### src/rtl/segment_decoder.sv
// Recovers a 4-digit hex value by sniffing a multiplexed 7-segment display bus.
// Optional per-digit decimal point capture is enabled with SEG_DEC_DP_EN.
module segment_decoder #(
  parameter int SETTLE_CYCLES  = 4,
  parameter int TIMEOUT_CYCLES = 1000000
) (
  input  logic        clk100Mhz,
  input  logic        rst_n,
  input  logic [3:0]  anodes,
  input  logic [7:1]  cathodes,
  input  logic        dp_n,
  output logic [15:0] value,
  output logic [3:0]  dp_out,
  output logic        valid,
  output logic        err,
  output logic        stale
);

  // state  | meaning
  // IDLE   | waiting for exactly one active anode
  // SETTLE | counting stable cycles of the snapshotted digit
  // HOLD   | digit accepted, waiting for the anodes to move on
  typedef enum logic [1:0] {IDLE, SETTLE, HOLD} state_t;

  localparam int SW = $clog2(SETTLE_CYCLES + 1);
  localparam int TW = $clog2(TIMEOUT_CYCLES + 1);
  localparam logic [SW-1:0] SETTLE_LAST = SW'(SETTLE_CYCLES - 1);
  localparam logic [TW-1:0] TIMEOUT_MAX = TW'(TIMEOUT_CYCLES);

  state_t          state, state_nxt;
  logic [3:0]      an_meta, an_s, snap_an;
  logic [7:1]      cat_meta, cat_s, snap_cat;
  logic [SW-1:0]   cnt;
  logic [TW-1:0]   to_cnt;
  logic [15:0]     shadow;
  logic [3:0]      mask;
  logic            load_snap, cnt_inc, cnt_clr, accept, same_snap;
  logic [4:0]      glyph_dec;
  logic [1:0]      slot;

  function automatic logic one_low(input logic [3:0] a);
    case (a)
      4'b1110, 4'b1101, 4'b1011, 4'b0111: one_low = 1'b1;
      default:                            one_low = 1'b0;
    endcase
  endfunction

  function automatic logic [1:0] slot_of(input logic [3:0] a);
    case (a)
      4'b1101: slot_of = 2'd1;
      4'b1011: slot_of = 2'd2;
      4'b0111: slot_of = 2'd3;
      default: slot_of = 2'd0;
    endcase
  endfunction

  // Input is lit segments a..g (MSB = a); result is {recognised, nibble}.
  function automatic logic [4:0] decode(input logic [6:0] seg);
    case (seg)
      7'b1111110: decode = 5'h10;
      7'b0110000: decode = 5'h11;
      7'b1101101: decode = 5'h12;
      7'b1111001: decode = 5'h13;
      7'b0110011: decode = 5'h14;
      7'b1011011: decode = 5'h15;
      7'b1011111: decode = 5'h16;
      7'b1110000: decode = 5'h17;
      7'b1111111: decode = 5'h18;
      7'b1111011: decode = 5'h19;
      7'b1110111: decode = 5'h1A;
      7'b0011111: decode = 5'h1B;
      7'b1001110: decode = 5'h1C;
      7'b0111101: decode = 5'h1D;
      7'b1001111: decode = 5'h1E;
      7'b1000111: decode = 5'h1F;
      default:    decode = 5'h00;
    endcase
  endfunction

  always_ff @(posedge clk100Mhz or negedge rst_n) begin
    if (!rst_n) begin
      an_meta  <= '1;
      an_s     <= '1;
      cat_meta <= '1;
      cat_s    <= '1;
    end else begin
      an_meta  <= anodes;
      an_s     <= an_meta;
      cat_meta <= cathodes;
      cat_s    <= cat_meta;
    end
  end

`ifdef SEG_DEC_DP_EN
  logic       dp_meta, dp_s, snap_dp;
  logic [3:0] shadow_dp;

  always_ff @(posedge clk100Mhz or negedge rst_n) begin
    if (!rst_n) begin
      dp_meta   <= 1'b1;
      dp_s      <= 1'b1;
      snap_dp   <= 1'b1;
      shadow_dp <= '0;
      dp_out    <= '0;
    end else begin
      dp_meta <= dp_n;
      dp_s    <= dp_meta;
      if (load_snap) snap_dp <= dp_s;
      if (mask == 4'b1111) dp_out <= shadow_dp;
      else if (accept && glyph_dec[4]) shadow_dp[slot] <= ~snap_dp;
    end
  end

  assign same_snap = (an_s == snap_an) && (cat_s == snap_cat) && (dp_s == snap_dp);
`else
  logic dp_unused;
  assign dp_unused = dp_n;
  assign dp_out    = 4'b0000;
  assign same_snap = (an_s == snap_an) && (cat_s == snap_cat);
`endif

  assign glyph_dec = decode(~snap_cat);
  assign slot      = slot_of(snap_an);

  always_ff @(posedge clk100Mhz or negedge rst_n) begin
    if (!rst_n) state <= IDLE;
    else        state <= state_nxt;
  end

  always_comb begin
    state_nxt = state;
    load_snap = 1'b0;
    cnt_inc   = 1'b0;
    cnt_clr   = 1'b0;
    accept    = 1'b0;
    case (state)
      IDLE: begin
        if (one_low(an_s)) begin
          state_nxt = SETTLE;
          load_snap = 1'b1;
        end
      end
      SETTLE: begin
        if (!same_snap) begin
          state_nxt = IDLE;
          cnt_clr   = 1'b1;
        end else if (cnt >= SETTLE_LAST) begin
          state_nxt = HOLD;
          accept    = 1'b1;
          cnt_clr   = 1'b1;
        end else begin
          cnt_inc = 1'b1;
        end
      end
      HOLD: begin
        // Jump straight into the next digit so multiplexed digits keep full latency budget.
        if (an_s != snap_an) begin
          if (one_low(an_s)) begin
            state_nxt = SETTLE;
            load_snap = 1'b1;
          end else begin
            state_nxt = IDLE;
          end
        end
      end
      default: state_nxt = IDLE;
    endcase
  end

  always_ff @(posedge clk100Mhz or negedge rst_n) begin
    if (!rst_n) begin
      cnt      <= '0;
      snap_an  <= '1;
      snap_cat <= '1;
    end else begin
      if (load_snap) begin
        cnt      <= SW'(1);
        snap_an  <= an_s;
        snap_cat <= cat_s;
      end else if (cnt_clr) begin
        cnt <= '0;
      end else if (cnt_inc) begin
        cnt <= cnt + 1'b1;
      end
    end
  end

  always_ff @(posedge clk100Mhz or negedge rst_n) begin
    if (!rst_n) begin
      shadow <= '0;
      mask   <= '0;
      value  <= '0;
      valid  <= 1'b0;
      err    <= 1'b0;
    end else begin
      valid <= 1'b0;
      err   <= 1'b0;
      if (mask == 4'b1111) begin
        value <= shadow;
        valid <= 1'b1;
        mask  <= '0;
      end else if (accept) begin
        if (glyph_dec[4]) begin
          shadow[{slot, 2'b00} +: 4] <= glyph_dec[3:0];
          mask[slot]                 <= 1'b1;
        end else begin
          err  <= 1'b1;
          mask <= '0;
        end
      end
    end
  end

  always_ff @(posedge clk100Mhz or negedge rst_n) begin
    if (!rst_n)                    to_cnt <= '0;
    else if (accept)               to_cnt <= '0;
    else if (to_cnt != TIMEOUT_MAX) to_cnt <= to_cnt + 1'b1;
  end

  assign stale = (to_cnt == TIMEOUT_MAX);

endmodule
### config.mk
export PLATFORM = sky130hd
export DESIGN_NAME = segment_decoder
export DESIGN_NICKNAME = d
export VERILOG_FILES = /design/src/rtl/segment_decoder.sv
export SDC_FILE = /design/constraint.sdc
export NUM_CORES = 1
export LEC_CHECK = 0
export CORE_MARGIN = 5
export CORE_UTILIZATION = 30
export CTS_BUF_LIST = sky130_fd_sc_hd__clkbuf_16
export DETAILED_ROUTE_END_ITERATION = 7
export HOLD_SLACK_MARGIN = 0.06
export SLEW_MARGIN = 30
export SYNTH_ARGS = -nofsm -noshare
export SYNTH_HDL_FRONTEND = slang
export SYNTH_SLANG_ARGS = --single-unit
### constraint.sdc
create_clock -name clk100Mhz -period 2.16 [get_ports clk100Mhz]
set_clock_uncertainty 0.15 [all_clocks]
set_input_delay 0.54 -clock clk100Mhz [delete_from_list [all_inputs] [get_ports clk100Mhz]]
set_output_delay 0.54 -clock clk100Mhz [all_outputs]
set_load 0.02 [all_outputs]
# After elaboration in Yosys (flattened, before gate mapping)
# Index checks and enable logic that the tools add are counted.
totals:
  regBits: 96
  latch_bits: 0
  ramBits: 0
  romBits: 0
  inputBits: 14
  output_inout_bits: 23
  word_cells: 107
  n_memories: 0
classes:
  add_sub_neg: 3
  n_mul: 0
  div_mod_pow: 0
  order_cmp: 3
  eq_ne: 34
  n_shift: 2
  muxes: 39
  bitwise_logic: 3
  n_reduce_logical: 9
op_table:
  columns: ["cell", "n"]
  rows:
  - ["equality test 7 bit, second input constant", 12]
  - ["case mux 5 bit (16 select lines)", 1]
  - ["2-to-1 mux 20 bit", 2]
  - ["equality test 4 bit, second input constant", 6]
  - ["equality test 7 x 6 -> 1 bit, second input constant", 3]
  - ["2-to-1 mux 1 bit", 21]
  - ["adder 20 x 1 -> 20 bit, second input constant", 1]
  - ["equality test 20 bit, second input constant", 1]
  - ["!= test 20 bit, second input constant", 1]
  - ["bitwise mux 16 bit", 1]
  - ["variable shift 4 x 6 -> 16 bit, first input constant", 1]
  - ["indexed part select 4 x 6 -> 16 bit", 1]
  - ["2-to-1 mux 4 bit", 3]
  - ["case mux 2 bit (3 select lines)", 2]
  - ["2-to-1 mux 3 bit", 3]
  - ["equality test 4 x 3 -> 1 bit, second input constant", 2]
  - ["2-to-1 mux 2 bit", 4]
  - ["equality test 7 x 5 -> 1 bit, second input constant", 1]
  - ["equality test 7 bit", 1]
  - ["NOT 7 bit", 1]
  - ["negation 4 -> 6 bit", 1]
  - ["AND reduction 3 bit", 2]
  - ["equality test 4 bit", 1]
  - ["!= test 2 bit, second input constant", 2]
  - ["17 further kinds", 19]

# Depth between registers and ports, before layout
depth:
  depth_word: 10
  mapped_depth: 7
  mapped_depth_nobuf: 7

# Worst setup path after synthesis
# OpenSTA, ideal clock, no wires.
synth_path:
  kind: "register -> output"
  start: "register to_cnt[15]"
  end: "output stale"
  arrival_ns: 1.818
  t_required_ns: 1.470
  path_slack_ns: -0.348
  path_stages_with_launch: 4
  n_path_buf: 0
  cell_sequence: "dfrtp_1 or4_1 or4b_1 nor4_4"
synth_between:
  elab_chain_cells: 1
synth_rtl:
  columns: ["element", "line_no", "rtl"]
  rows:
  - ["start: declaration", "34", "logic [TW-1:0] to_cnt;"]
  - ["start signal: assignment", "217", "else if (to_cnt != TIMEOUT_MAX) to_cnt <= to_cnt + 1'b1;"]
  - ["equality test 20 bit", "220", "assign stale = (to_cnt == TIMEOUT_MAX);"]
  - ["end: declaration", "16", "output logic stale"]
# No other way between the ends.

# Worst setup path after layout
# Ends and elaborated chain as after synthesis.

==> run_results.csv <==
group,metric,value,unit
sta,tightest_slew,501.4,ps
place,place_inst,678,
critical_path,crit_arrival,2140,ps
logic_synthesis,synth.distinct_cells,54,
critical_path,cp_max_fo,2,
route,first_pass_iters,4,
route,postRouteAntennaNets,0,
critical_path,r2r_slack,-220,ps
sta,fmax,0.3533,GHz
finish,instances_no_fill,710,
logic_synthesis,yosys.area.top_type,"dfrtp_1",
finish,areaGrowthSynthToFinish,38.44,%
critical_path,slowest_delay,540,ps
critical_path,r2r_end,"to_cnt[3]",
route,route.vias.total,3263,
logic_synthesis,synthSimpleGateAreaFrac,16.41,%
place,post-place-ws,-761.0,ps
critical_path,critPathSlowestCell,"or4b_4",
logic_synthesis,async_flop_share,100.0,%
finish,fin_util,42.11,%
pwr,leakagePower,2.633,nW
sta,timing.hold.ws,205.9,ps
logic_synthesis,ys_ff_latch,96,
pwr,peakVddDrop,0.4261,mV
sta,max_slew_margin,66.57,%
finish,multiInputGateArea,2258,µm²
global_route,antenna_found_initial,0,
clock_network,clk_pin_slew,70,ps
critical_path,r2r_start,"snap_cat[2]",
finish,insertedDiodeCount,0,
critical_path,rr_worst_depth,8,
place,gp_congestion,0.8192,
logic_synthesis,synth_top_area_share,34.35,%
global_route,overflow,0,
global_route,grt_pass1_vias,3451,
route,initialDrtViolationCount,126,
clock_network,cts_buffers,9,
logic_synthesis,syn_avg_cell_area,10.98,µm²
clock_network,ctsLongestPathBuffers,2,
sta,tns,-7148,ps
die,dieArea,17870,µm²
clock_network,cts-root-buf,"clkbuf_16",
logic_synthesis,synth_edf_count,0,
global_route,grt_max_degree,40,
clock_network,clkSinkCount,96,
critical_path,endpoint_kind,"primary output",
critical_path,startpoint_type,"register",
critical_path,critical_path_class,"reg2out",
sta,min_period,2830,ps
logic_synthesis,synth_fa_ha_area_share,2.726,%
critical_path,cp_cell_sequence,"or4_1 -> or4b_4 -> nor4_4 -> buf_4",
sta,slew_violations,0,
worst_hold_path,hp-class,"reg2reg",
critical_path,critical_path.startpoint,"to_cnt[15]",
global_route,grt_util_all_layers,11.43,%
sta,worst_slack,-670.2,ps
run_status,status,"finished with violations",
logic_synthesis,synthMuxAreaShare,6.625,%
die,fp.dieW,133.7,µm
logic_synthesis,syn_area,4589,µm²
run_status,violations,"negative setup slack",
critical_path,cp-endpoint,"stale",
logic_synthesis,synth-compound-area-share,10.14,%
logic_synthesis,synthCells,418,
finish,drive_above_1_share,36.40,%
place,dp_hpwl,6.515,mm
sta,finalSetupViolations,44,
sta,rsz0062_at_grt,"yes",
finish,final_cell_mix,"dfrtp_1 (63), buf_4 (61), nand2_1 (38)",
sta,finalHoldViolations,0,
finish,final.fill_count,1431,
die,start_util,30.41,%
place,portBuffers,31,
logic_synthesis,synth-xor-area-share,6.489,%
route,routed_wl,9.716,mm
die,die_h,133.7,µm
finish,fin_nets,541,
finish,seq_area,2444,µm²
finish,fin_area,6354,µm²
route,remaining_drc_errors,0,
finish,layout_commonest_cell,"dfrtp_1",
clock_network,cts_tree,"yes",
logic_synthesis,synth_top_family_by_area,"simple AND/OR/NAND/NOR gates",
route,vias_per_cell,4.596,
die,core,15090,µm²
logic_synthesis,ys.flop_type,"dfrtp_1",
flow_run,maxCapViolCount,0,
route,wl_per_cell,13.68,µm
die,num_io_pins,37,
critical_path,cp.required,1470,ps
clock_network,ctsHtreeMaxLevel,3,
place,place_area,5562,µm²
logic_synthesis,netlist_top_cells_area,"dfrtp_1 (34%), dfstp_2 (19%), xor2_1 (4.4%), mux2i_1 (3.9%), o21ai_0 (3.3%)",
pwr,power.density,757.7,nW/µm²
die,num_rows,45,
clock_network,worst_skew_pair.late_latency,340,ps
logic_synthesis,synth.yosys.seq_area_share,53.24,%
pwr,p_total,4.814,mW
logic_synthesis,synth_warnings,0,
global_route,grt_pass1_wl,16.50,mm
sta,period_share,131.0,%
worst min-delay path by stage:
stage / start / slack (ps) / endpoint / cells past startpoint
floorplan: rst_n / 90 / cnt[0] / 0
global route: an_meta[2] / 210 / an_s[2] / 0
global placement: cat_meta[6] / 200 / cat_s[6] / 0
CTS: an_meta[2] / 210 / an_s[2] / 0
detailed placement: an_meta[2] / 200 / an_s[2] / 0
finish: an_meta[2] / 210 / an_s[2] / 0
power breakdown:
| group | internal, mW | total [mW] | switching [mW] | leakage [nW] |
|---|---|---|---|---|
| Sequential | 1.94 | 2.03 | 0.0908 | 1.21 |
| Combinational | 0.525 | 1.10 | 0.579 | 1.28 |
| Clock | 1.00 | 1.68 | 0.675 | 0.144 |
| Total | 3.47 | 4.81 | 1.34 | 2.63 |
layout make-up:
class / count / share of cell area, %
Clock inverter: 7 / 1.359
Tap cell: 188 / 3.702
Sequential cell: 96 / 38.46
Clock buffer: 9 / 3.545
Multi-Input combinational cell: 279 / 35.55
Timing Repair Buffer: 107 / 15.97
Inverter: 24 / 1.418
timing repair:
item | in CTS | in global routing
buffers inserted | 7 | 7
gates cloned | 4 | 0
pin swaps | 18 | 22
hold buffers | 1 | 0
resized for setup | 41 | 36
setup endpoints to repair | 56 | 45
endpoints found under the hold margin | 9 | 0
cell usage after synthesis (all sizes together), types with 2 or more instances:
library cell   n
buf           13
mux2i         18
and2           5
or4            4
a31oi          2
clkbuf         9
nand4          9
nor2b          4
ha            10
or4b           2
dfstp         33
nand3         15
o21ai         32
xnor2         11
and3           2
a211o          2
nor2          30
nand2         38
nand2b         3
dfrtp         63
a211oi         7
or3b           2
nand3b         3
mux2          11
a21oi          6
and4           3
a311oi         4
xor2          23
o211ai         2
inv           24
or3            3
nand4b         2
nor3b          4
nor3           4
nor4           3
critical path, delay by kind of cell (launching register included):
family	cells	cell delay, ps
and+or+nand+nor	3	1240
DFF	1	370
buffers and inverters	1	190
per-layer routing:
metal  wire length (µm)  vias to the layer above  global-route usage [%]
met4                214                        0                   4.914
met3                269                       19                   2.266
met1               4523                     1560                   14.75
li1                   -                     1630                       -
met2               4708                       54                   18.71
met5                  0                        -                       0
logic make-up after synthesis:
group,count (synthesis)
simple gates,139
flops,96
compound gates,63
buf+inv,46
xor+xnor,34
mux,29
fa+ha+maj,10
other cells,1
state kept, by name (all words and copies together) (netlist names):
register,cells
value,16
snap_an,4
mask,4
cat_meta,7
an_s,4
err,1
cat_s,7
an_meta,4
cnt,3
valid,1
state,2
to_cnt,20
shadow,16
snap_cat,7
(Power assumes the default switching activity.)
